==> src/rtl/fetch_stage.sv <==
// Fetch stage: program counter, next-PC selection and the IF/ID pipeline register.
// Optional stall/flush performance counters are compiled in when FETCH_PERF_EN is defined.
module fetch_stage #(
  parameter logic [31:0] RESET_PC  = 32'h0000_0000,
  parameter logic [31:0] NOP_INSTR = 32'h0000_0000,
  parameter int unsigned CNT_W     = 32
) (
  input  logic             clk,
  input  logic             reset,
  input  logic             pc_enable,
  input  logic             instr_enable,
  input  logic             pc_src,
  input  logic             jumpD,
  input  logic [31:0]      branch_target,
  input  logic [31:0]      jump_target,
  input  logic [31:0]      imem_instr,
  output logic [31:0]      imem_addr,
  output logic [31:0]      instrD,
  output logic [31:0]      pc_plus4D,
`ifdef FETCH_PERF_EN
  output logic [CNT_W-1:0] stall_cnt,
  output logic [CNT_W-1:0] flush_cnt,
`endif
  output logic             validD
);

  logic [31:0] pcReg;
  logic [31:0] pcNext;
  logic [31:0] pcPlus4;
  logic [31:0] branchAligned;
  logic [31:0] jumpAligned;

  logic [31:0] instrReg;
  logic [31:0] instrNext;
  logic [31:0] pcPlus4Reg;
  logic [31:0] pcPlus4Next;
  logic        validReg;
  logic        validNext;

  logic        redirect;
  logic        ifIdStall;
  logic        flushApplied;

  // Target low bits are discarded so the PC stays word aligned.
  logic        unusedTargetBits;
  assign unusedTargetBits = &{1'b0, branch_target[1:0], jump_target[1:0]};

  assign branchAligned = {branch_target[31:2], 2'b00};
  assign jumpAligned   = {jump_target[31:2], 2'b00};
  assign pcPlus4       = pcReg + 32'd4;

  assign redirect      = pc_src | jumpD;
  assign ifIdStall     = ~instr_enable;
  assign flushApplied  = instr_enable & redirect;

  // ---------------------------------------------------------------
  // Next-PC selection: hold > branch > jump > sequential
  // ---------------------------------------------------------------
  always_comb begin
    pcNext = pcReg;
    if (pc_enable) begin
      if (pc_src) begin
        pcNext = branchAligned;
      end else if (jumpD) begin
        pcNext = jumpAligned;
      end else begin
        pcNext = pcPlus4;
      end
    end
  end

  // ---------------------------------------------------------------
  // IF/ID next value: a stall holds and silently drops any redirect
  // ---------------------------------------------------------------
  always_comb begin
    instrNext   = instrReg;
    pcPlus4Next = pcPlus4Reg;
    validNext   = validReg;
    if (!ifIdStall) begin
      if (redirect) begin
        instrNext   = NOP_INSTR;
        pcPlus4Next = 32'd0;
        validNext   = 1'b0;
      end else begin
        instrNext   = imem_instr;
        pcPlus4Next = pcPlus4;
        validNext   = 1'b1;
      end
    end
  end

  always_ff @(posedge clk) begin
    if (reset) begin
      pcReg <= RESET_PC;
    end else begin
      pcReg <= pcNext;
    end
  end

  always_ff @(posedge clk) begin
    if (reset) begin
      instrReg   <= NOP_INSTR;
      pcPlus4Reg <= 32'd0;
      validReg   <= 1'b0;
    end else begin
      instrReg   <= instrNext;
      pcPlus4Reg <= pcPlus4Next;
      validReg   <= validNext;
    end
  end

  assign imem_addr = pcReg;
  assign instrD    = instrReg;
  assign pc_plus4D = pcPlus4Reg;
  assign validD    = validReg;

`ifdef FETCH_PERF_EN
  // ---------------------------------------------------------------
  // Saturating event counters
  // ---------------------------------------------------------------
  logic [CNT_W-1:0] stallCntReg;
  logic [CNT_W-1:0] stallCntNext;
  logic [CNT_W-1:0] flushCntReg;
  logic [CNT_W-1:0] flushCntNext;

  always_comb begin
    stallCntNext = stallCntReg;
    if (ifIdStall && (stallCntReg != {CNT_W{1'b1}})) begin
      stallCntNext = stallCntReg + 1'b1;
    end
  end

  always_comb begin
    flushCntNext = flushCntReg;
    if (flushApplied && (flushCntReg != {CNT_W{1'b1}})) begin
      flushCntNext = flushCntReg + 1'b1;
    end
  end

  always_ff @(posedge clk) begin
    if (reset) begin
      stallCntReg <= '0;
      flushCntReg <= '0;
    end else begin
      stallCntReg <= stallCntNext;
      flushCntReg <= flushCntNext;
    end
  end

  assign stall_cnt = stallCntReg;
  assign flush_cnt = flushCntReg;
`else
  logic             unusedFlushApplied;
  logic [CNT_W-1:0] unusedCntW;
  assign unusedFlushApplied = flushApplied;
  assign unusedCntW         = '0;
`endif

  // Holding the PC while reloading IF/ID duplicates an instruction; the
  // hazard unit should never request it.
  property pIllegalHoldCombo;
    @(posedge clk) disable iff (reset) !(!pc_enable && instr_enable);
  endproperty
  aIllegalHoldCombo: assert property (pIllegalHoldCombo)
    else $error("fetch_stage: pc_enable=0 with instr_enable=1 duplicates the fetched instruction");

endmodule

==> config.mk <==
export PLATFORM = sky130hd
export DESIGN_NAME = fetch_stage
export DESIGN_NICKNAME = d
export VERILOG_FILES = /design/src/rtl/fetch_stage.sv
export SDC_FILE = /design/constraint.sdc
export NUM_CORES = 1
export LEC_CHECK = 0
export CAP_MARGIN = 10
export CORE_MARGIN = 2
export CORE_UTILIZATION = 42
export DETAILED_ROUTE_END_ITERATION = 6
export GPL_ROUTABILITY_DRIVEN = 0
export GPL_TIMING_DRIVEN = 0
export PLACE_DENSITY_LB_ADDON = 0.15
export SYNTH_ARGS = -nofsm -noshare
export SYNTH_HDL_FRONTEND = slang
export SYNTH_SLANG_ARGS = --single-unit
==> constraint.sdc <==
create_clock -name clk -period 2.2 [get_ports clk]
set_clock_uncertainty 0.15 [all_clocks]
set_input_delay 0.33 -clock clk [delete_from_list [all_inputs] [get_ports clk]]
set_output_delay 0.33 -clock clk [all_outputs]
set_load 0.01 [all_outputs]
==> flow_summary.toml, run 1 <==
[run_status]
status = "complete, no violations"

[timing]
whs_ns = 0.310
rsz0062_at_grt = "yes"
finalCriticalPeriod_ns = 2.10
period_share_pct = 95.4
setup_viol = 0
fmax_ghz = 0.476
timing.final.ws_setup_ns = 0.101
hold_violations = 0
slew_headroom_pct = 53.0
drv_slew = 0
worstMarginPinSlew_ns = 0.706

[floorplanning]
rows = 37
num_io_pins = 199
initial_utilization_pct = 43.3
die_w_um = 107
die_y_um = 107
die_area_um2 = 11500
coreArea_um2 = 10400

[layout]
final_cell_area_um2 = 6890
final_common_cell = "clkdlybuf4s50_1"
final_util_pct = 66.4
nets = 873
syn_to_final_growth_pct = 53.4
antennaDiodeCount = 0
drive_above_1_share_pct = 7.35
mostFrequentLayoutCells = "clkdlybuf4s50_1 (189), dfxtp_1 (86), nand2_1 (78)"

[power]
finalPower_w = 0.00374
leakage_nw = 2.43
peakVddDrop_v = 0.000273
power_density_nw_per_um2 = 543

[setup_path]
crit_start = "imem_addr[10]$_SDFFE_PP0P_"
critical_path_buf_inv_count = 1
slowest_stage = "dfxtp_2"
crit_type = "flop to flop"
critPathCaptureType = "flop"
cp_cell_sequence = "nand4_4, nor4_4, buf_4, nand4_1, o32a_1, o22ai_1"
arrival_ns = 2.24
startpoint_type = "flop"
cp.required_ns = 2.35
cp_top_family = "simple AND/OR/NAND/NOR gates"
cp_max_fo = 7
r2r-start = "imem_addr[10]$_SDFFE_PP0P_"
cp_slowest_stage_delay_ns = 0.44

[clock_tree]
cts_tree = "built"
cts_root_buffer = "clkbuf_8"
clk_pin_slew_ns = 0.10
cts_hold_buffers = 0
htree_levels = 3
cts_made_buffers = 9
cts_num_sinks = 93
cts_buffer_depth = 2
clkLatencyLatePin_ns = 0.36

[grt]
grt_most_used_layer = "met2"
grt_pass1_vias = 4976
grt.overflow.total = 0
grtUsageMet2_pct = 43.8
grtUsageTotal_pct = 27.4
use_met3_pct = 7.08
antenna_found_initial = 0
grt_pass1_wl_um = 24900
grt_max_degree = 16
grt_use_met1_pct = 35.2

[synthesis]
synth_fa_ha_area_share_pct = 0.279
synthArstFlopShare_pct = 0
synth.avg_cell_area_um2 = 8.01
yosys_register_bits = 93
yosys.area_share.simple_pct = 22.0
synth_edf_count = 0
synth_compound_area_share_pct = 23.7
synth_cells = 560
synth_ff_type = "dfxtp_1"
synth_cell_types = 49
ys_seq_area_share_pct = 41.5
synth_top_family_by_area = "compound AO/OA/AOI/OAI gates"
synthXorXnorAreaFrac_pct = 5.27
synth_area_um2 = 4490
synthMuxAreaShare_pct = 1.34
synth_warnings = 0

[placed_design]
dp_hpwl_um = 12000
preCtsSetupSlack_ns = -0.503
port_buffers = 189
dpl-instance-area_um2 = 6560

[min_path]
worstHoldStart = "pc_plus4D[19]$_SDFFE_PP0P_"
hp-class = "flop to flop"

[job]
cap_violations = 0

[routing]
vias_per_cell = 5.69
first_pass_iters = 5
routed_wl_um = 16200
vias = 5180
drcViolationCount = 0
drt_first_iter_violations = 428
avgRoutedWirePerCell_um = 17.7
ant_nets = 0
[what timing repair did]
action	CTS	global route
resized for setup	8	19
setup buffers	1	7
setup endpoints to repair	26	54
pin swaps	1	7
[path summary, 6_finish.rpt]
check	slack, ns	endpoint	cells past startpoint
setup / recovery	0.10	imem_addr[26]$_SDFFE_PP0P_	6
hold / removal	0.31	pc_plus4D[19]$_SDFFE_PP0P_	2
setup reg to reg	0.10	imem_addr[26]$_SDFFE_PP0P_	6
hold reg to reg	0.31	pc_plus4D[19]$_SDFFE_PP0P_	2
[stage by stage]
| step | setup TNS (ns) | std cells |
|---|---|---|
| final | 0 | 911 |
| after global routing | -0.00757 | 911 |
| after CTS | 0 | 904 |
| after detailed placement | -21.87 | 888 |
| after global placement | -20.40 | 888 |
| after floorplan | 0 | 563 |
[final cells by class]
class,count,area (µm²)
Timing Repair Buffer,197,1950
Clock inverter,4,55.1
Clock buffer,12,155
Sequential cell,93,1870
Tap cell,136,170
Inverter,18,67.6
Buffer,46,200
Multi-Input combinational cell,405,2410
Fill cell,888,3480
[Yosys cell counts (2+ instances only)]
cell type  number  area (µm²)
dfxtp_1        93        1860
nand2_1        79         297
a21oi_1        65         325
nand3_1        46         230
clkbuf_1       38         143
o21ai_0        38         190
nor2_1         31         116
inv_1          18        67.6
a22oi_1        17         128
xnor2_1        17         149
nand4_1        10        62.6
o31a_1         10        87.6
xor2_1         10        87.6
o32ai_1         7        61.3
mux2i_1         6        60.1
a221oi_1        5        43.8
nor3_1          5        25.0
o22ai_1         5        31.3
a31oi_1         4        25.0
and4_1          4        35.0
buf_4           4        30.0
nand2b_1        4        25.0
o31ai_1         4        30.0
a222oi_1        3        30.0
clkbuf_2        3        15.0
nor2b_1         3        18.8
nor4_4          3        63.8
a2bb2oi_1       2        17.5
and3_1          2        12.5
buf_1           2        7.51
o211a_1         2        20.0
o32a_1          2        20.0
or4_1           2        15.0
[layer usage]
layer	wire length, µm	share of wire, %
met4	537	3.3
met5	0	0
met3	1440	8.9
met2	7550	47
met1	6640	41
[cell families after synthesis]
family | count (synthesis)
other cells | 1
mux | 6
xor+xnor | 27
flops | 93
compound gates | 170
simple gates | 197
fa+ha+maj | 1
buf+inv | 65
[where the power goes]
group	total, W	internal, W	switching [W]
logic	0.000705	0.000374	0.000330
clock network	0.00123	0.000595	0.000632
registers	0.00181	0.00174	0.0000683
total	0.00374	0.00271	0.00103
[state kept, by name (all words and copies together), names as in the netlist]
name / cells
imem_addr: 30
instrD: 32
pc_plus4D: 30
validD: 1
[tightest hold or removal path: cells and delay by family (launching register included)]
family,cells,cell delay (ns)
DFF,1,0.34
and+or+nand+nor,1,0.04
AOI/OAI and AO/OA,1,0.05
Note: power is estimated with default switching activity, not from simulation.
==> inputs of run 2 (changes only) <==
--- a/config.mk
+++ b/config.mk
@@ -7,7 +7,7 @@
 export LEC_CHECK = 0
 export CAP_MARGIN = 10
 export CORE_MARGIN = 2
-export CORE_UTILIZATION = 42
+export CORE_UTILIZATION = 38
 export DETAILED_ROUTE_END_ITERATION = 6
 export GPL_ROUTABILITY_DRIVEN = 0
 export GPL_TIMING_DRIVEN = 0
==> constraint.sdc (replaced) <==
create_clock -name clk -period 1.9 [get_ports clk]
set_clock_uncertainty 0.15 [all_clocks]
set_input_delay 0.285 -clock clk [delete_from_list [all_inputs] [get_ports clk]]
set_output_delay 0.285 -clock clk [all_outputs]
set_load 0.01 [all_outputs]
==> run 2 against run 1 <==
Non-clock buffer count up 35. The flow now finishes with violations (negative setup slack). Flip-flop and latch count unchanged. Total power up 27%. Clock-buffer cell count down 2. Largest power group unchanged. Design area up 8.2%. Combinational power up 26%. Critical endpoint is now imem_addr[28]$_SDFFE_PP0P_. Sequential power up 15%.
==> flow_summary.toml, run 2 (synthesis gave the netlist of run 1 again) <==
[routing]
routed_wl_um = 17400
drcViolationCount = 0
avgRoutedWirePerCell_um = 18.2
vias_per_cell = 5.57
drt_first_iter_violations = 368
first_pass_iters = 6
vias = 5308
ant_nets = 0

[layout]
final_common_cell = "clkdlybuf4s50_1"
mostFrequentLayoutCells = "clkdlybuf4s50_1 (188), nand2_1 (77), dfxtp_1 (70)"
nets = 908
syn_to_final_growth_pct = 66.1
final_util_pct = 65.0
fill_cells = 982
antennaDiodeCount = 0
drive_above_1_share_pct = 16.9
largest_reg_flops = 32

[timing]
timing.final.ws_setup_ns = -0.0679
period_share_pct = 104
slew_headroom_pct = 59.7
setup_viol = 7
drv_slew = 0
rsz0062_at_grt = "yes"
fmax_ghz = 0.508
finalCriticalPeriod_ns = 1.97
hold_violations = 0
worstMarginPinSlew_ns = 0.604

[clock_tree]
htree_levels = 3
cts_made_buffers = 9
cts_root_buffer = "clkbuf_16"
clk_pin_slew_ns = 0.07
cts_tree = "built"
cts_num_sinks = 93
cts_hold_buffers = 0
clkLatencyLatePin_ns = 0.35
cts_buffer_depth = 2

[floorplanning]
initial_utilization_pct = 39.1
die_area_um2 = 12700
die_w_um = 113
rows = 39
die_y_um = 113
coreArea_um2 = 11500
num_io_pins = 199

[grt]
grt_max_degree = 17
grt_pass1_vias = 5131
grtUsageTotal_pct = 26.5
grt_pass1_wl_um = 26500
grt.overflow.total = 0
antenna_found_initial = 0

[setup_path]
crit_type = "flop to flop"
startpoint_type = "flop"
cp.required_ns = 2.03
cp_max_fo = 4
critPathCaptureType = "flop"
arrival_ns = 2.10

[placed_design]
preCtsSetupSlack_ns = -0.815
port_buffers = 189
dp_hpwl_um = 12100

[power]
power_density_nw_per_um2 = 635
leakage_nw = 2.72
finalPower_w = 0.00473
peakVddDrop_v = 0.000633

[run_status]
status = "finished with violations"
violations = "negative setup slack"

[job]
cap_violations = 0

[min_path]
hp-class = "input pin to flop"
-- run 2: metal layers --
layer  GRT usage, %  vias up  routed length [µm]
met5              0        -                   0
met4           11.5        0                 538
met3           6.97       49                1550
met2           42.2      261                8080
met1           33.9     2509                7190
li1               -     2489                   -
-- run 2: stage by stage --
| step | setup TNS [ns] | area, µm² | hold slack, ns | std cells |
|---|---|---|---|---|
| 2_1_floorplan | 0 | 4540 | 0.303 | 563 |
| 4_1_cts | -0.0868 | 7240 | 0.253 | 942 |
| 3_3_place_gp | -41.20 | 6610 | 0.285 | 895 |
| 6_report | -0.208 | 7450 | 0.239 | 953 |
| 5_1_grt | -1.20 | 7450 | 0.324 | 953 |
| 3_5_place_dp | -44.27 | 6610 | 0.294 | 895 |
-- run 2: cell type report --
class	instances	area [µm²]	area share, %
buffer	45	228	3.06
clock buffer	10	239	3.21
clock inverter	6	46.3	0.621
inverter	18	67.6	0.906
multi-input combinational	405	2530	33.9
sequential	93	1920	25.7
tap	143	179	2.40
timing repair buffer	233	2250	30.2
-- run 2: critical path: stages, from the launching register on --
cell and delay (ns):
dfxtp_4 0.38, nand4_4 0.17, buf_6 0.17, nor4_4 0.27, nand4_1 0.20, o32a_1 0.40, o22ai_1 0.15
-- run 2: what timing repair did --
action | 4_1_cts | 5_1_grt
resized for setup | 51 | 49
setup buffers | 33 | 11
setup endpoints to repair | 78 | 70
pin swaps | 19 | 23
-- run 2: path summary, 6_finish.rpt --
kind	cells past startpoint	to	from	slack, ns
min	4	pc_plus4D[9]$_SDFFE_PP0P_	instr_enable	0.24
max reg2reg	6	imem_addr[28]$_SDFFE_PP0P_	imem_addr[12]$_SDFFE_PP0P_	-0.07
min reg2reg	2	pc_plus4D[26]$_SDFFE_PP0P_	pc_plus4D[26]$_SDFFE_PP0P_	0.30
max	6	imem_addr[28]$_SDFFE_PP0P_	imem_addr[12]$_SDFFE_PP0P_	-0.07
-- run 2: power by group --
group | leakage [nW] | total [W] | internal [W] | switching, W
Sequential | 0.768 | 0.00209 | 0.00202 | 0.0000736
Combinational | 1.82 | 0.000889 | 0.000472 | 0.000416
Clock | 0.135 | 0.00176 | 0.000930 | 0.000826
==> inputs of run 3 (changes only) <==
--- a/config.mk
+++ b/config.mk
@@ -6,8 +6,9 @@
 export NUM_CORES = 1
 export LEC_CHECK = 0
 export CAP_MARGIN = 10
+export CORE_ASPECT_RATIO = 1.5
 export CORE_MARGIN = 2
-export CORE_UTILIZATION = 38
+export CORE_UTILIZATION = 42
 export DETAILED_ROUTE_END_ITERATION = 6
 export GPL_ROUTABILITY_DRIVEN = 0
 export GPL_TIMING_DRIVEN = 0
==> constraint.sdc (replaced) <==
create_clock -name clk -period 2.2 [get_ports clk]
set_clock_uncertainty 0.15 [all_clocks]
set_input_delay 0.33 -clock clk [delete_from_list [all_inputs] [get_ports clk]]
set_output_delay 0.33 -clock clk [all_outputs]
set_load 0.01 [all_outputs]
==> run 3 against run 2 <==
The flow now finishes without violations. Clock power is 7% lower. Clock-buffer cell count is 2 higher. Design area fell by 6.0%. Via count decreased by 4.7%. Critical endpoint is now imem_addr[31]$_SDFFE_PP0P_. Largest power group unchanged.
==> flow_summary.toml, run 3 (synthesis gave the netlist of run 1 again) <==
[timing]
fmax_ghz = 0.473
tns_ns = 0
slew_headroom_pct = 55.4
whs_ns = 0.300
rsz0062_at_grt = "yes"
timing.final.ws_setup_ns = 0.0850
worstMarginPinSlew_ns = 0.668
hold_violations = 0
drv_slew = 0
setup_viol = 0
period_share_pct = 96.1
finalCriticalPeriod_ns = 2.12

[floorplanning]
die_y_um = 131
num_io_pins = 199
die_w_um = 88.4
initial_utilization_pct = 42.8
die_area_um2 = 11500
rows = 46
coreArea_um2 = 10500

[clock_tree]
clkLatencyLatePin_ns = 0.34
htree_levels = 3
cts_hold_buffers = 0
clk_pin_slew_ns = 0.06
cts_num_sinks = 93
cts_tree = "built"
cts_made_buffers = 9
cts_buffer_depth = 2
cts_root_buffer = "clkbuf_16"

[routing]
first_pass_iters = 7
ant_nets = 0
drcViolationCount = 0
routed_wl_um = 16100
vias_per_cell = 5.49
avgRoutedWirePerCell_um = 17.5
vias = 5060
drt_first_iter_violations = 299

[setup_path]
cp.required_ns = 2.30
rr_worst_depth = 7
r2r_slack_ns = 0.08
cp_max_fo = 7
startpoint_type = "flop"
crit_type = "flop to flop"
arrival_ns = 2.22
critPathCaptureType = "flop"

[layout]
drive_above_1_share_pct = 7.59
largest_reg_flops = 32
layout.cells.non_filler = 921
final_util_pct = 66.9
multi_input_area_um2 = 2410
antennaDiodeCount = 0
fill_cells = 945
mostFrequentLayoutCells = "clkdlybuf4s50_1 (189), dfxtp_1 (88), nand2_1 (78)"
seqCellArea_um2 = 1870
nets = 875
syn_to_final_growth_pct = 56.1
final_common_cell = "clkdlybuf4s50_1"

[grt]
grtUsageTotal_pct = 27.3
grt_max_degree = 15
grt_pass1_wl_um = 24100
antenna_found_initial = 0
grt_pass1_vias = 4963
grt.overflow.total = 0

[power]
power_density_nw_per_um2 = 592
leakage_nw = 2.49
peakVddDrop_v = 0.000421

[job]
cap_violations = 0

[placed_design]
preCtsSetupSlack_ns = -0.498
placedCellCount = 896
port_buffers = 189
dp_hpwl_um = 12200

[min_path]
hp-class = "flop to flop"
holdPathStages = 2

[run_status]
status = "complete, no violations"
## run 3: changes by cell type in the layout (fill, tap and decap cells not counted), moves of 6 or more
cell	previous run	this run
o21ai_1	9	0
o21ai_0	29	38
dfxtp_1	70	88
buf_6	9	0
dfxtp_4	10	0
clkbuf_1	24	30
buf_4	41	14
dfxtp_2	13	5
## run 3: cell type report
cell class,count,area share (%)
Inverter,18,0.964
Timing Repair Buffer,199,28.1
Tap cell,144,2.57
Sequential cell,93,26.7
Buffer,46,2.91
Clock buffer,12,3.38
Clock inverter,4,1.04
Multi-Input combinational cell,405,34.4
## run 3: report_power, final
group	internal (W)	switching, W	total, W
Combinational	0.000375	0.000325	0.000700
Sequential	0.00174	0.0000687	0.00181
Clock	0.000995	0.000642	0.00164
Total	0.00311	0.00104	0.00415
## run 3: metal layers
layer | GRT usage, % | vias to the layer above | wire length, µm
met5 | 0 | - | 0
met4 | 13.5 | 0 | 643
met3 | 7.60 | 47 | 1370
met2 | 50.7 | 240 | 8390
met1 | 27.2 | 2342 | 5720
li1 | - | 2431 | -
## run 3: stage by stage
step / power, W / instance area (µm²)
4_1_cts: 0.00416 / 6910
5_1_grt: 0.00429 / 7010
3_5_place_dp: 0.00254 / 6570
2_1_floorplan: 0.00214 / 4500
6_report: 0.00415 / 7010
3_3_place_gp: 0.00252 / 6570
## run 3: worst paths after layout
kind                                                 start                         end
worst max register to register   imem_addr[4]$_SDFFE_PP0P_  imem_addr[31]$_SDFFE_PP0P_
worst min register to register  pc_plus4D[19]$_SDFFE_PP0P_  pc_plus4D[19]$_SDFFE_PP0P_
worst min-delay path            pc_plus4D[19]$_SDFFE_PP0P_  pc_plus4D[19]$_SDFFE_PP0P_
worst max-delay path             imem_addr[4]$_SDFFE_PP0P_  imem_addr[31]$_SDFFE_PP0P_
## run 3: critical path, cell delays in order (launching register included)
cell,delay [ns]
dfxtp_1,0.33
clkbuf_2,0.21
nand4_1,0.31
nor3_4,0.29
buf_4,0.18
and4_1,0.21
o21ai_0,0.08
a221oi_1,0.26
## run 3: timing repair
item / 4_1_cts / 5_1_grt
endpoints found under the setup margin: 40 / 41
resized for setup: 8 / 21
setup buffers: 2 / 8
gates cloned: 0 / 0
pin swaps: 1 / 7
